`config.mk`:
```
export PLATFORM = sky130hd
export DESIGN_NAME = storage_arbiter
export DESIGN_NICKNAME = d
export VERILOG_FILES = /design/src/rtl/storage_arbiter.sv
export SDC_FILE = /design/constraint.sdc
export NUM_CORES = 1
export LEC_CHECK = 0
export BUFFER_PORTS_ARGS = -buffer_cell sky130_fd_sc_hd__buf_2
export CAP_MARGIN = 10
export CORE_AREA = 2 2 106 108
export DETAILED_ROUTE_END_ITERATION = 8
export DIE_AREA = 0 0 108 110
export PLACE_DENSITY = 0.67
export SETUP_SLACK_MARGIN = 0.15
export SYNTH_ARGS = -nofsm -noshare
export SYNTH_HDL_FRONTEND = slang
export SYNTH_SLANG_ARGS = --single-unit
export TNS_END_PERCENT = 20
```
`constraint.sdc`:
```
create_clock -name clk -period 5.25 [get_ports clk]
set_clock_uncertainty 0.05 [all_clocks]
set_input_delay 1.575 -clock clk [delete_from_list [all_inputs] [get_ports clk]]
set_output_delay 1.575 -clock clk [all_outputs]
set_load 0.05 [all_outputs]
```
`src/rtl/storage_arbiter.sv`:
```
// storage_arbiter: shares the single-port storage RAM between NUM_REQ burst
// requesters. It grants one requester at a time and issues one beat per cycle
// for the whole burst. Read data comes back with a per-port valid, and a
// one-cycle done pulse ends each burst.
// Optional feature: define STORAGE_ARB_RR_EN for round-robin arbitration.
// When it is undefined, fixed priority is used (port 0 highest).
module storage_arbiter #(
   parameter int unsigned NUM_REQ = 3,
   parameter int unsigned ADDR_W  = 8,
   parameter int unsigned DATA_W  = 32
) (
   input  logic                      clk,
   input  logic                      rst,
   input  logic [NUM_REQ-1:0]        req,
   input  logic [NUM_REQ-1:0]        req_we,
   input  logic [NUM_REQ*ADDR_W-1:0] req_addr,
   input  logic [NUM_REQ*8-1:0]      req_len,
   input  logic [NUM_REQ*DATA_W-1:0] req_wdata,
   output logic [NUM_REQ-1:0]        gnt,
   output logic [NUM_REQ-1:0]        beat_ack,
   output logic [NUM_REQ-1:0]        rvalid,
   output logic [DATA_W-1:0]         rdata,
   output logic [NUM_REQ-1:0]        done,
   output logic                      busy,
   output logic                      mem_en,
   output logic                      mem_we,
   output logic [ADDR_W-1:0]         mem_addr,
   output logic [DATA_W-1:0]         mem_wdata,
   input  logic [DATA_W-1:0]         mem_rdata
);

   localparam int unsigned IDX_W = (NUM_REQ > 1) ? $clog2(NUM_REQ) : 1;

   localparam logic [1:0] StIdle  = 2'd0;
   localparam logic [1:0] StBurst = 2'd1;
   localparam logic [1:0] StDone  = 2'd2;

   logic [1:0]         state_q, state_d;
   logic [IDX_W-1:0]   win_q;
   logic [ADDR_W-1:0]  base_q;
   logic [7:0]         len_q;
   logic               we_q;
   logic [7:0]         beat_q;
   logic [NUM_REQ-1:0] rvalid_q;

   logic               any_req;
   logic [IDX_W-1:0]   pick;
   logic [ADDR_W-1:0]  sel_addr;
   logic [7:0]         sel_len;
   logic               sel_we;
   logic [DATA_W-1:0]  win_wdata;
   logic [NUM_REQ-1:0] win_oh;
   logic               in_burst;

`ifdef STORAGE_ARB_RR_EN
   logic [IDX_W-1:0]   rr_ptr_q;

   // Round-robin pick: first requesting port at or after rr_ptr_q, wrapping
   always_comb begin
      pick    = '0;
      any_req = 1'b0;
      for (int unsigned off = 0; off < NUM_REQ; off++) begin
         for (int unsigned i = 0; i < NUM_REQ; i++) begin
            if (!any_req && req[i] && ((32'(rr_ptr_q) + off) % NUM_REQ == i)) begin
               pick    = IDX_W'(i);
               any_req = 1'b1;
            end
         end
      end
   end

   // Pointer moves past the winner once its burst has finished
   always_ff @(posedge clk or posedge rst) begin
      if (rst) begin
         rr_ptr_q <= '0;
      end else if (state_q == StDone) begin
         if (32'(win_q) == NUM_REQ - 1) begin
            rr_ptr_q <= '0;
         end else begin
            rr_ptr_q <= win_q + IDX_W'(1);
         end
      end
   end
`else
   // Fixed priority pick: lowest-numbered requesting port wins
   always_comb begin
      pick    = '0;
      any_req = 1'b0;
      for (int unsigned i = 0; i < NUM_REQ; i++) begin
         if (!any_req && req[i]) begin
            pick    = IDX_W'(i);
            any_req = 1'b1;
         end
      end
   end
`endif

   // Select the burst parameters of the candidate winner and the winner's write data
   always_comb begin
      sel_addr  = '0;
      sel_len   = '0;
      sel_we    = 1'b0;
      win_wdata = '0;
      for (int unsigned i = 0; i < NUM_REQ; i++) begin
         if (pick == IDX_W'(i)) begin
            sel_addr = req_addr[i*ADDR_W +: ADDR_W];
            sel_len  = req_len[i*8 +: 8];
            sel_we   = req_we[i];
         end
         if (win_q == IDX_W'(i)) begin
            win_wdata = req_wdata[i*DATA_W +: DATA_W];
         end
      end
   end

   // One-hot form of the latched winner
   always_comb begin
      win_oh = '0;
      for (int unsigned i = 0; i < NUM_REQ; i++) begin
         win_oh[i] = (win_q == IDX_W'(i));
      end
   end

   // Burst sequencing: idle -> burst of len_eff beats -> done -> idle
   always_comb begin
      state_d = state_q;
      case (state_q)
         StIdle:  if (any_req) state_d = StBurst;
         StBurst: if (beat_q == len_q - 8'd1) state_d = StDone;
         StDone:  state_d = StIdle;
         default: state_d = StIdle;
      endcase
   end

   // State, latched burst parameters and beat counter
   always_ff @(posedge clk or posedge rst) begin
      if (rst) begin
         state_q <= StIdle;
         win_q   <= '0;
         base_q  <= '0;
         len_q   <= 8'd1;
         we_q    <= 1'b0;
         beat_q  <= '0;
      end else begin
         state_q <= state_d;
         if (state_q == StIdle && any_req) begin
            win_q  <= pick;
            base_q <= sel_addr;
            len_q  <= (sel_len == 8'd0) ? 8'd1 : sel_len;
            we_q   <= sel_we;
            beat_q <= '0;
         end else if (state_q == StBurst) begin
            beat_q <= beat_q + 8'd1;
         end
      end
   end

   // Read data valid follows each read beat by the one-cycle RAM latency
   always_ff @(posedge clk or posedge rst) begin
      if (rst) begin
         rvalid_q <= '0;
      end else begin
         rvalid_q <= (state_q == StBurst && !we_q) ? win_oh : '0;
      end
   end

   assign in_burst  = (state_q == StBurst);
   assign gnt       = in_burst ? win_oh : '0;
   assign beat_ack  = (in_burst && we_q) ? win_oh : '0;
   assign done      = (state_q == StDone) ? win_oh : '0;
   assign busy      = (state_q != StIdle);
   assign rvalid    = rvalid_q;
   // Gated so the shared read bus stays at zero outside valid read data
   assign rdata     = (|rvalid_q) ? mem_rdata : '0;
   assign mem_en    = in_burst;
   assign mem_we    = in_burst && we_q;
   assign mem_addr  = in_burst ? base_q + ADDR_W'(beat_q) : '0;
   assign mem_wdata = (in_burst && we_q) ? win_wdata : '0;

endmodule

```
# Word level (Yosys, flattened, before mapping)
# Index checks and enable logic that the tools add are counted.
# Widths: inputs -> output; s select.
[word_totals]
register_bits = 32
out_inout_bits = 87
word_cells = 65
[classes]
add_sub_neg = 3
n_eq_ne = 9
muxes = 30
n_reduce_logical = 16
[ops]
columns = ["op", "count"]
rows = [
  ["$mux 32", 5],
  ["$mux 8", 10],
  ["$mux 3", 4],
  ["$add 8x1->8 const B", 1],
  ["$add 8x8->8", 1],
  ["$eq 8x8->1", 1],
  ["$logic_not 8->1", 1],
  ["$sub 8x1->8 const B", 1],
  ["$mux 1", 7],
  ["$eq 2x1->1 const B", 3],
  ["$eq 2x2->1 const B", 3],
  ["$logic_not 2->1", 3],
  ["$mux 2", 3],
  ["$logic_and 1x1->1", 5],
  ["$pmux 2 s2", 1],
  ["$reduce_bool 2->1", 2],
  ["$logic_not 1->1", 3],
  ["$reduce_or 3->1", 1],
  ["$ne 2x1->1 const B", 1],
  ["$ne 2x2->1 const B", 1],
  ["$reduce_and 2->1", 1],
]

# Logic depth before layout (Yosys ltp)
# Gate-level depths: netlist of run 1.
[logic_depth]
depth_word = 13
ltp_mapped = 7

# Worst setup path after synthesis of run 1
# Ideal clock, no wire load.
[synth_timing]
path_type = "register to output"
startpoint = "register win_q[1]"
endpoint = "output beat_ack[0]"
arrival_ns = 2.631
required_time_ns = 3.625
path_slack_ns = 0.994
path_stages_with_launch = 5
path_cell_list = "dfrtp_1 > buf_1 > clkbuf_1 > nor3_1 > and2_1"
[synth_between]
elab_chain_cells = 2
[synth_rtl]
columns = ["item", "line_no", "source"]
rows = [
  ["from (decl)", "39", "logic [IDX_W-1:0] win_q;"],
  ["from (signal assigned)", "147", "win_q <= pick;"],
  ["$logic_not 2->1", "120", "win_oh[i] = (win_q == IDX_W'(i));"],
  ["$mux 3", "169", "assign beat_ack = (in_burst && we_q) ? win_oh : '0;"],
  ["to (decl)", "20", "output logic [NUM_REQ-1:0] beat_ack,"],
]
# No other way between the ends.

# Worst setup path in the final report of run 1
[layout_timing]
startpoint = "input req_wdata[71]"
endpoint = "output mem_wdata[7]"
[layout_between]
elab_chain_cells = 2
[layout_rtl]
columns = ["item", "line_no", "source"]
rows = [
  ["from (decl)", "18", "input logic [NUM_REQ*DATA_W-1:0] req_wdata,"],
  ["$mux 32", "110", "if (win_q == IDX_W'(i)) begin"],
  ["$mux 32", "178", "assign mem_wdata = (in_burst && we_q) ? win_wdata : '0;"],
  ["to (decl)", "28", "output logic [DATA_W-1:0] mem_wdata,"],
]
# No other way between the ends.

==> results of run 1 <==
-- per-layer routing --
metal	vias up	global-route usage [%]	part of all wire, %
met5	-	0	0.19
met1	1962	23.3	42
met3	17	4.59	8.2
met4	4	5.04	1.1
met2	174	31.4	48
li1	2118	-	-
-- where the power goes --
group | leakage [nW] | internal (mW) | switching (mW) | total, mW
Sequential | 0.402 | 0.356 | 0.125 | 0.480
Combinational | 2.16 | 0.810 | 2.12 | 2.93
Clock | 0.0645 | 0.167 | 0.0931 | 0.261
-- logic make-up after synthesis --
family	Yosys count
adders and majority gates	10
and+or+nand+nor	204
xor gates and xnor gates	13
DFF	32
buffers and inverters	47
AOI/OAI and AO/OA	130
muxes	34
-- final timing paths --
| check | startpoint | end | slack [ns] |
|---|---|---|---|
| setup / recovery | req_wdata[71] | mem_wdata[7] | 1.17 |
| max in group asynchronous | rst | len_q[0] | 3.50 |
| hold reg to reg | base_q[3] | base_q[3] | 0.45 |
| setup reg to reg | len_q[0] | state_q[0] | 3.03 |
| hold / removal | base_q[3] | base_q[3] | 0.45 |
| min in group asynchronous | rst | rvalid[0] | 1.32 |
-- worst reg2reg max path, stage by stage, from the launching register on --
cell and delay, ns:
dfstp_2 0.40, or4_4 0.56, or4b_1 0.51, o2111ai_1 0.24, o2111a_1 0.24, o21ai_1 0.07
-- cell type report --
type                    count  area share, %
diodes                      1         0.0506
well taps                 140           3.54
repair buffers            276           28.2
clock buffers               7           1.95
clock inverters             1          0.607
inverters                  11          0.835
multi-input cells         391           48.5
flip-flops and latches     32           16.2
-- synth_stat cells (all sizes together) (3+ instances only) --
| master | n |
|---|---|
| nand2 | 28 |
| nor2 | 90 |
| and2 | 4 |
| dfrtp | 31 |
| xnor2 | 11 |
| o211ai | 3 |
| a21oi | 55 |
| nor2b | 45 |
| a22oi | 14 |
| mux2i | 34 |
| nand3 | 3 |
| ha | 9 |
| a21o | 4 |
| nor3 | 10 |
| nand2b | 8 |
| o2111ai | 3 |
| o21ai | 28 |
| o21a | 7 |
| nand4 | 3 |
| buf | 6 |
| inv | 11 |
| a221oi | 3 |
| or4b | 3 |
| clkbuf | 29 |
| o31ai | 4 |
-- state kept, by name, summed over array words and instances (netlist names) --
name and flops:
base_q 8, beat_q 8, len_q 8, rvalid 3, state_q 2, we_q 1, win_q 2
==> impl_results.md, run 1 <==
* Status: completed
* DIE HEIGHT at 110 microns
* Worst skew pair latency at 0.28 ns
* Final cell count without fillers at 859
* Final cycle utilization of the critical path at 77.8%
* Die area at 11,900 sq um
* Worst path depth at 6
* Number of setup violations in the final report at 0
* Bufs and invs on worst path at 2
* Largest net degree at the start of global routing at 39
* Class of the most critical setup path: primary input to primary output
* CP endpoint kind: primary output
* Yosys top cell area share at 23.0%
* Num rows at 38
* Slowest Stage Delay on Critical Path at 0.29 ns
* Worst hold slack at 0.451 ns
* Cells along the critical path: buf_2 -> mux2i_1 -> nor2_1 -> a21oi_1 -> nor2_1 -> buf_2
* Fmax at 245 MHz
* HP Class: register to register
* Pre-CTS worst setup slack at 1.17 ns
* Final core occ at 46.2%
* Area leader, netlist: dfrtp_1
* Initial antenna violation count at 4
* Placer's final routability congestion estimate at 0.814
* Root Driver: clkbuf_8
* Max_cap viols at 0
* CP required at 3.63 ns
* Register Area at 803 sq um
* Remaining DRCs at 0
* Layout area overhead at 46.4%
* Power Dens Cells at 742 nW/um^2
* Nets at 911
* Top cells by area, synth: dfrtp_1 23%, mux2i_1 10%, nor2_1 10%
* Clock slew at reported path FFs at 0.07 ns
* Reg2reg path depth at 5
* Commonest non-fill, non-tap cell in the layout: buf_2
* Sequential cell area fraction in the yosys report at 23.7%
* Mapped Area at 3380 sq um
* Number of global-route vias before repair at 3,807
* Placed Area at 4820 sq um
* Post-CTS resize count at 0
* DR iter-0 viols at 214
* Fin worst setup slack at 1.17 ns
* Mux cell area share after synthesis at 10.1%
* Clk sinks at 32
* Clock buffer count from CTS at 5
* Startpoint types: primary input
* Post-synth EDFFs at 0
* Die Wd at 108 microns
* Dpl hpwl at 10.1 mm
* FILL cells at 1,086
* Clock buffer depth at 2
* CTS tree: built
* Max FO, Critical Path at 1
* Drt via density at 4.98
* Core area at 10,700 sq um
* Crit-path slowest cell: buf_2
* Largest family of logic cells by synthesized area: simple AND/OR/NAND/NOR gates
* Post-synthesis simple-gate area fraction at 29.4%
* VDD IR max at 0.565 mV
* First-pass GRT wire length at 17.7 mm
* Ports at 271
* Post-synth top flop: dfrtp_1
* Post-CTS Setup Bufs at 0
* Minimum clock period at 4.08 ns
* H-Tree Depth at 2
* Via count at 4,275
* Ys async rst share at 100%
* Hold depth at 2
* P_leak at 2.63 nW
* Netlist cell types at 51
* WL/cell at 14.3 microns
* Fin. Hold Viols at 0
* Layout cell share with drive strength beyond 1 at 41.1%
* Cts hold-fix bufs at 0
* Final Power at 3.67 mW
* Gate count of the mapped netlist at 470
* Slew @ Worst Pin at 1.25 ns
* Post-synthesis xor/xnor area fraction at 3.37%
* Ys Warns at 0
* Buffers on Ports at 270
* Final instance area at 4950 sq um
* GRT overflow at 0
* Placed Instances at 850
* Flops & latches, synth at 32
* Post-route ant nets at 0
* TritonRoute pass-1 iters at 4
* Compound-Gate Fraction of Synth Area at 23.6%
* Area of the multi-input gates at 2400 sq um
* Wirelength, routed at 12.3 mm
* Rel. slew slack at 16.4%
* Commonest non-fill, non-tap cells in the layout: 270 x buf_2, 90 x nor2_1, 55 x a21oi_1, 44 x nor2b_1, 34 x mux2i_1
* Slew Limit Fails at 0
* Total negative slack at 0 ns
* Unrepaired setup endpoints after global routing: no
* Worst path top cell family by delay: buffers and inverters
* Syn nets at 664
* Syn Area/Cell at 7.19 sq um
* Synth Area in Adders at 3.92%
* Overall routing resource usage at 18.5%
* Initial Util at 31.6%
* Worst EP arrival at 2.46 ns
Power figures use the tool's default switching activity.
==> inputs of run 2 (changes only) <==
Settings changed: PLACE_DENSITY 0.67 to 0.7.
Clock period 5.25 ns to 3.65 ns, I/O delays scaled along.
==> run 2 against run 1 <==
Sequential power grew 49%. Non-clock buffer count grew 4. Core utilization is 0.26 points higher. Flip-flop and latch count stayed put. Die area stayed put. Combinational power increased by 45%. First-iteration DRC count fell by 22%. Total power up 43%.
==> impl_results.md, run 2 (synthesis gave the netlist of run 1 again) <==
* Worst skew pair latency at 0.29 ns (about the same)
* Post-route ant nets at 0 (unchanged)
* Die Wd at 108 microns (unchanged)
* Wirelength, routed at 12.1 mm (-1.5%)
* Core area at 10,700 sq um (unchanged)
* Total negative slack at 0 ns (unchanged)
* FF-to-FF Start: len_q[1]
* Num rows at 38 (unchanged)
* Hold path startpoint: base_q[0]
* Slew Limit Fails at 0 (unchanged)
* Clock buffer depth at 2 (unchanged)
* DIE HEIGHT at 110 microns (unchanged)
* H-Tree Depth at 2 (unchanged)
* Clock slew at reported path FFs at 0.07 ns (about the same)
* Top flop regs: base_q: 8 flops, beat_q: 8 flops, len_q: 8 flops
* Power Dens Cells at 1060 nW/um^2 (+42%)
* Root Driver: clkbuf_8
* TritonRoute pass-1 iters at 5 (+1)
* Layout cell share with drive strength beyond 1 at 42.1% (+1.0 points)
* Minimum clock period at 3.39 ns
* HP Class: register to register
* Placed Instances at 853 (+0.35%)
* WL/cell at 14.1 microns (-2.0%)
* Final cell count without fillers at 863 (+0.47%)
* Fin worst setup slack at 0.255 ns (-0.912 ns)
* CP required at 2.50 ns (-1.13 ns)
* Ports at 271 (unchanged)
* Final cycle utilization of the critical path at 93.0%
* Clk sinks at 32 (unchanged)
* Buffers on Ports at 270 (unchanged)
* Unrepaired setup endpoints after global routing: yes
* Largest net degree at the start of global routing at 36 (-7.7%)
* Pre-CTS worst setup slack at 0.461 ns (-0.708 ns)
* Max_cap viols at 0 (unchanged)
* Number of setup violations in the final report at 0 (unchanged)
* Remaining DRCs at 0 (unchanged)
* R2R Setup Slk at 1.48 ns (-1.55 ns)
* Die area at 11,900 sq um (unchanged)
* Initial Util at 31.6% (unchanged)
* P_leak at 2.64 nW (+0.36%)
* GRT overflow at 0 (unchanged)
* First-pass GRT wire length at 18.1 mm (+2.5%)
* Layout area overhead at 47.2%
* Fmax at 295 MHz
* Via count at 4,184 (-2.1%)
* Rel. slew slack at 52.6% (+36 points)
* Overall routing resource usage at 18.8% (+0.30 points)
* Status: completed
* Number of global-route vias before repair at 3,804 (-0.079%)
* Fin. Hold Viols at 0 (unchanged)
* Commonest non-fill, non-tap cell in the layout: buf_2
* Clock buffer count from CTS at 5 (unchanged)
* Commonest non-fill, non-tap cells in the layout: 268 x buf_2, 90 x nor2_1, 54 x a21oi_1, 44 x nor2b_1, 34 x mux2i_1
* CTS tree: built
* Setup crit start: beat_q[2]
* Max FO, Critical Path at 8 (+7)
* Dpl hpwl at 9.77 mm (-2.9%)
* Drt via density at 4.85 (-2.6%)
* DR iter-0 viols at 166 (-22%)
* Nets at 915 (+0.44%)
* Initial antenna violation count at 0 (-4)
* CP endpoint kind: primary output
* Worst EP arrival at 2.25 ns (-0.21 ns)
* VDD IR max at 0.560 mV (-0.90%)
* Startpoint types: register
* Slew @ Worst Pin at 0.709 ns (-0.539 ns)
* Placer's final routability congestion estimate at 0.831 (+2.2%)
* Class of the most critical setup path: register to primary output
==> run 2: cell types whose count changed in the layout (fill, tap and decap cells not counted), sizes merged <==
cell | previous run | this run
buf | 276 | 279
clkinv | 0 | 2
bufinv | 1 | 0
==> run 2: through the flow <==
| step | hold WS [ns] | util (%) | instance area (sq um) | power (mW) |
|---|---|---|---|---|
| final | 0.444 | 46.5 | 4970 | 5.25 |
| after global routing | 0.473 | 46.5 | 4970 | 5.63 |
| after CTS | 0.451 | 46.3 | 4950 | 5.26 |
| after detailed placement | 0.433 | 45.4 | 4860 | 4.95 |
| after global placement | 0.431 | 45.4 | 4860 | 4.93 |
| after floorplan | 0.412 | - | 3380 | 4.01 |
==> run 2: metal layers <==
metal	part of all wire [%]	wire length [microns]	global-route usage, %
met5	0	0	0
met4	0.80	97	3.85
met3	6.6	801	2.82
met2	49	5930	31.4
met1	44	5300	25.8
==> run 2: power breakdown <==
group / internal [mW] / total, mW / switching [mW]
registers: 0.514 / 0.713 / 0.199
clock network: 0.150 / 0.284 / 0.134
logic: 1.21 / 4.25 / 3.04
total: 1.87 / 5.25 / 3.37
==> run 2: timing repair <==
item                       4_1_cts  5_1_grt
resized for setup                1        5
hold buffers                     0        0
setup endpoints to repair        1        2
buffers inserted                 0        1
==> run 2: layout make-up <==
| type | count | area (sq um) |
|---|---|---|
| Inverter | 11 | 41.3 |
| Antenna cell | 1 | 2.50 |
| Clock inverter | 2 | 10.0 |
| Multi-Input combinational cell | 391 | 2410 |
| Timing Repair Buffer | 280 | 1440 |
| Tap cell | 140 | 175 |
| Sequential cell | 32 | 806 |
| Fill cell | 1143 | 5720 |
| Clock buffer | 6 | 82.6 |
==> run 2: worst paths after layout <==
check	to	cells after the start
setup / recovery	mem_addr[6]	7
hold / removal	base_q[0]	2
setup reg to reg	state_q[1]	5
hold reg to reg	base_q[0]	2
max in group asynchronous	len_q[0]	3
min in group asynchronous	rvalid[2]	3
==> run 2: critical path, cell delays in order (launching register included) <==
cell     delay, ns
dfrtp_2       0.46
ha_1          0.35
a21o_1        0.13
a21o_1        0.17
a21oi_2       0.08
or4b_1        0.49
nand3_1       0.08
buf_4         0.20
==> inputs of run 3 (changes only) <==
Settings changed: CORE_AREA 2 2 106 108 to 2 2 104 106, DIE_AREA 0 0 108 110 to 0 0 106 108, PLACE_DENSITY 0.7 to 0.69, RECOVER_POWER set to 50.
Clock period 3.65 ns to 3.4 ns, I/O delays scaled along.
==> run 3 against run 2 <==
Sequential share of layout area shrank 0.19 points. Worst hold slack gained 0.010 ns. Final cell count is 0.23% higher. Combinational power grew 8.9%. Critical endpoint unchanged.
==> impl_results.md, run 3 (synthesis gave the netlist of run 1 again) <==
* Power Dens Cells at 1150 nW/um^2 (+8.7%)
* Remaining DRCs at 0 (unchanged)
* Worst EP arrival at 2.18 ns (-0.07 ns)
* Commonest non-fill, non-tap cells in the layout: 256 x buf_2, 90 x nor2_1, 53 x a21oi_1, 44 x nor2b_1, 34 x mux2i_1
* Clk sinks at 32 (unchanged)
* Class of the most critical setup path: register to primary output
* DIE HEIGHT at 108 microns (-1.8%)
* Initial antenna violation count at 1 (+1)
* Ports at 271 (unchanged)
* Core area at 10,200 sq um (-4.4%)
* Post-route ant nets at 0 (unchanged)
* Slew @ Worst Pin at 1.05 ns (+0.342 ns)
* Die Wd at 106 microns (-1.9%)
* Nets at 921 (+0.66%)
* Overall routing resource usage at 20.2% (+1.4 points)
* Unrepaired setup endpoints after global routing: yes
* Placed Instances at 851 (-0.23%)
* Max_cap viols at 0 (unchanged)
* Num rows at 37 (-2.6%)
* Die area at 11,400 sq um (-3.6%)
* Final cycle utilization of the critical path at 95.5%
* Root Driver: clkbuf_8
* CP endpoint kind: primary output
* Wirelength, routed at 12.6 mm (+3.9%)
* Reg2reg path depth at 5 (unchanged)
* Fmax at 308 MHz
* First-pass GRT wire length at 18.9 mm (+4.2%)
* Top flop regs: base_q: 8 flops, beat_q: 8 flops, len_q: 8 flops
* Minimum clock period at 3.25 ns
* Final instance area at 5040 sq um (+1.4%)
* Worst skew pair latency at 0.28 ns (about the same)
* GR peak layer: met2
* Status: completed
* Setup crit start: base_q[0]
* Dpl hpwl at 10.2 mm (+4.8%)
* Cts hold-fix bufs at 0 (unchanged)
* HP Class: register to register
* Largest net degree at the start of global routing at 38 (+5.6%)
* Total negative slack at 0 ns (unchanged)
* CTS tree: built
* GRT overflow at 0 (unchanged)
* Clock buffer count from CTS at 5 (unchanged)
* Placer's final routability congestion estimate at 0.864 (+4.0%)
* Drt via density at 4.99 (+2.9%)
* CP required at 2.33 ns (-0.17 ns)
* Fin. Hold Viols at 0 (unchanged)
* Initial Util at 33.0% (+1.4 points)
* Final cell count without fillers at 865 (+0.23%)
* Startpoint types: register
* DR iter-0 viols at 256 (+54%)
* Commonest non-fill, non-tap cell in the layout: buf_2
* H-Tree Depth at 2 (unchanged)
* WL/cell at 14.6 microns (+3.6%)
* FILL cells at 1,047 (-8.4%)
* Met1 Usage GRT at 26.5% (+0.73 points)
* Number of setup violations in the final report at 0 (unchanged)
* Fin worst setup slack at 0.155 ns (-0.101 ns)
* Clock slew at reported path FFs at 0.06 ns (about the same)
* VDD IR max at 0.803 mV (+43%)
* Layout area overhead at 49.2%
* FF-to-FF End: state_q[0]
* TritonRoute pass-1 iters at 4 (-1)
* Clock buffer depth at 2 (unchanged)
* Via count at 4,314 (+3.1%)
* Layout cell share with drive strength beyond 1 at 41.2% (-0.90 points)
* P_leak at 2.62 nW (-0.79%)
* Buffers on Ports at 270 (unchanged)
* R2R Setup Slk at 1.18 ns (-0.30 ns)
* Slew Limit Fails at 0 (unchanged)
* Number of global-route vias before repair at 3,983 (+4.7%)
* Critical path destination: mem_addr[6]
* FF-to-FF Start: len_q[1]
* Max FO, Critical Path at 2 (-6)
* M3 GR Usage at 3.50% (+0.67 points)
* Placed Area at 4870 sq um (+0.21%)
* Grt met2 use at 35.1% (+3.6 points)
* Rel. slew slack at 29.9% (-23 points)
* Pre-CTS worst setup slack at 0.247 ns (-0.214 ns)
## run 3: cell types whose count changed in the layout (fill, tap and decap cells not counted), sizes merged
cell,before,now
buf,279,269
bufinv,0,1
clkbuf,7,23
clkinv,2,1
## run 3: final cells by class
class                      count  area [sq um]  area share [%]
multi-input combinational    391          2450            48.6
clock buffer                   6          72.6            1.44
tap                          136           170            3.38
sequential                    32           807            16.0
timing repair buffer         286          1460            29.0
inverter                      11          41.3           0.819
clock inverter                 2          35.0           0.695
antenna                        1          2.50          0.0496
## run 3: repair_timing
item,4_1_cts,5_1_grt
setup buffers,1,4
setup endpoints to repair,4,10
pin swaps,0,7
gates resized for setup,8,9
cloned,0,0
## run 3: where the power goes
part	leakage [nW]	total (mW)	switching, mW	internal [mW]
Combinational	2.17	4.63	3.28	1.35
Clock	0.0552	0.359	0.141	0.217
Sequential	0.399	0.796	0.244	0.552
## run 3: how the worst min path moves through the flow
stage	startpoint	end	slack (ns)	depth (start not counted)
6_report	base_q[7]	base_q[7]	0.45	2
3_3_place_gp	base_q[0]	base_q[0]	0.44	2
5_1_grt	base_q[7]	base_q[7]	0.49	2
3_5_place_dp	base_q[2]	base_q[2]	0.44	2
2_1_floorplan	base_q[0]	base_q[0]	0.41	2
4_1_cts	base_q[0]	base_q[0]	0.46	2
## run 3: per-layer routing
metal  wire, microns  part of all wire, %  up-vias
met5               0                    0        -
li1                -                    -     2141
met2            6160                   49      183
met4             165                  1.3        0
met3             854                  6.8       14
met1            5420                   43     1976
## run 3: metrics by stage
stage | utilization (%) | hold slack [ns] | power (mW)
2_1_floorplan | - | 0.412 | 4.30
3_3_place_gp | 47.6 | 0.437 | 5.28
3_5_place_dp | 47.6 | 0.439 | 5.34
4_1_cts | 49.0 | 0.455 | 5.78
5_1_grt | 49.2 | 0.489 | 6.17
6_report | 49.3 | 0.454 | 5.78
## run 3: critical path: stages (launching register included)
cell     delay, ns
dfrtp_1       0.39
ha_4          0.16
fa_2          0.21
a21o_1        0.13
a21o_1        0.16
a21oi_2       0.07
or4b_1        0.53
nand3_2       0.09
buf_6         0.15
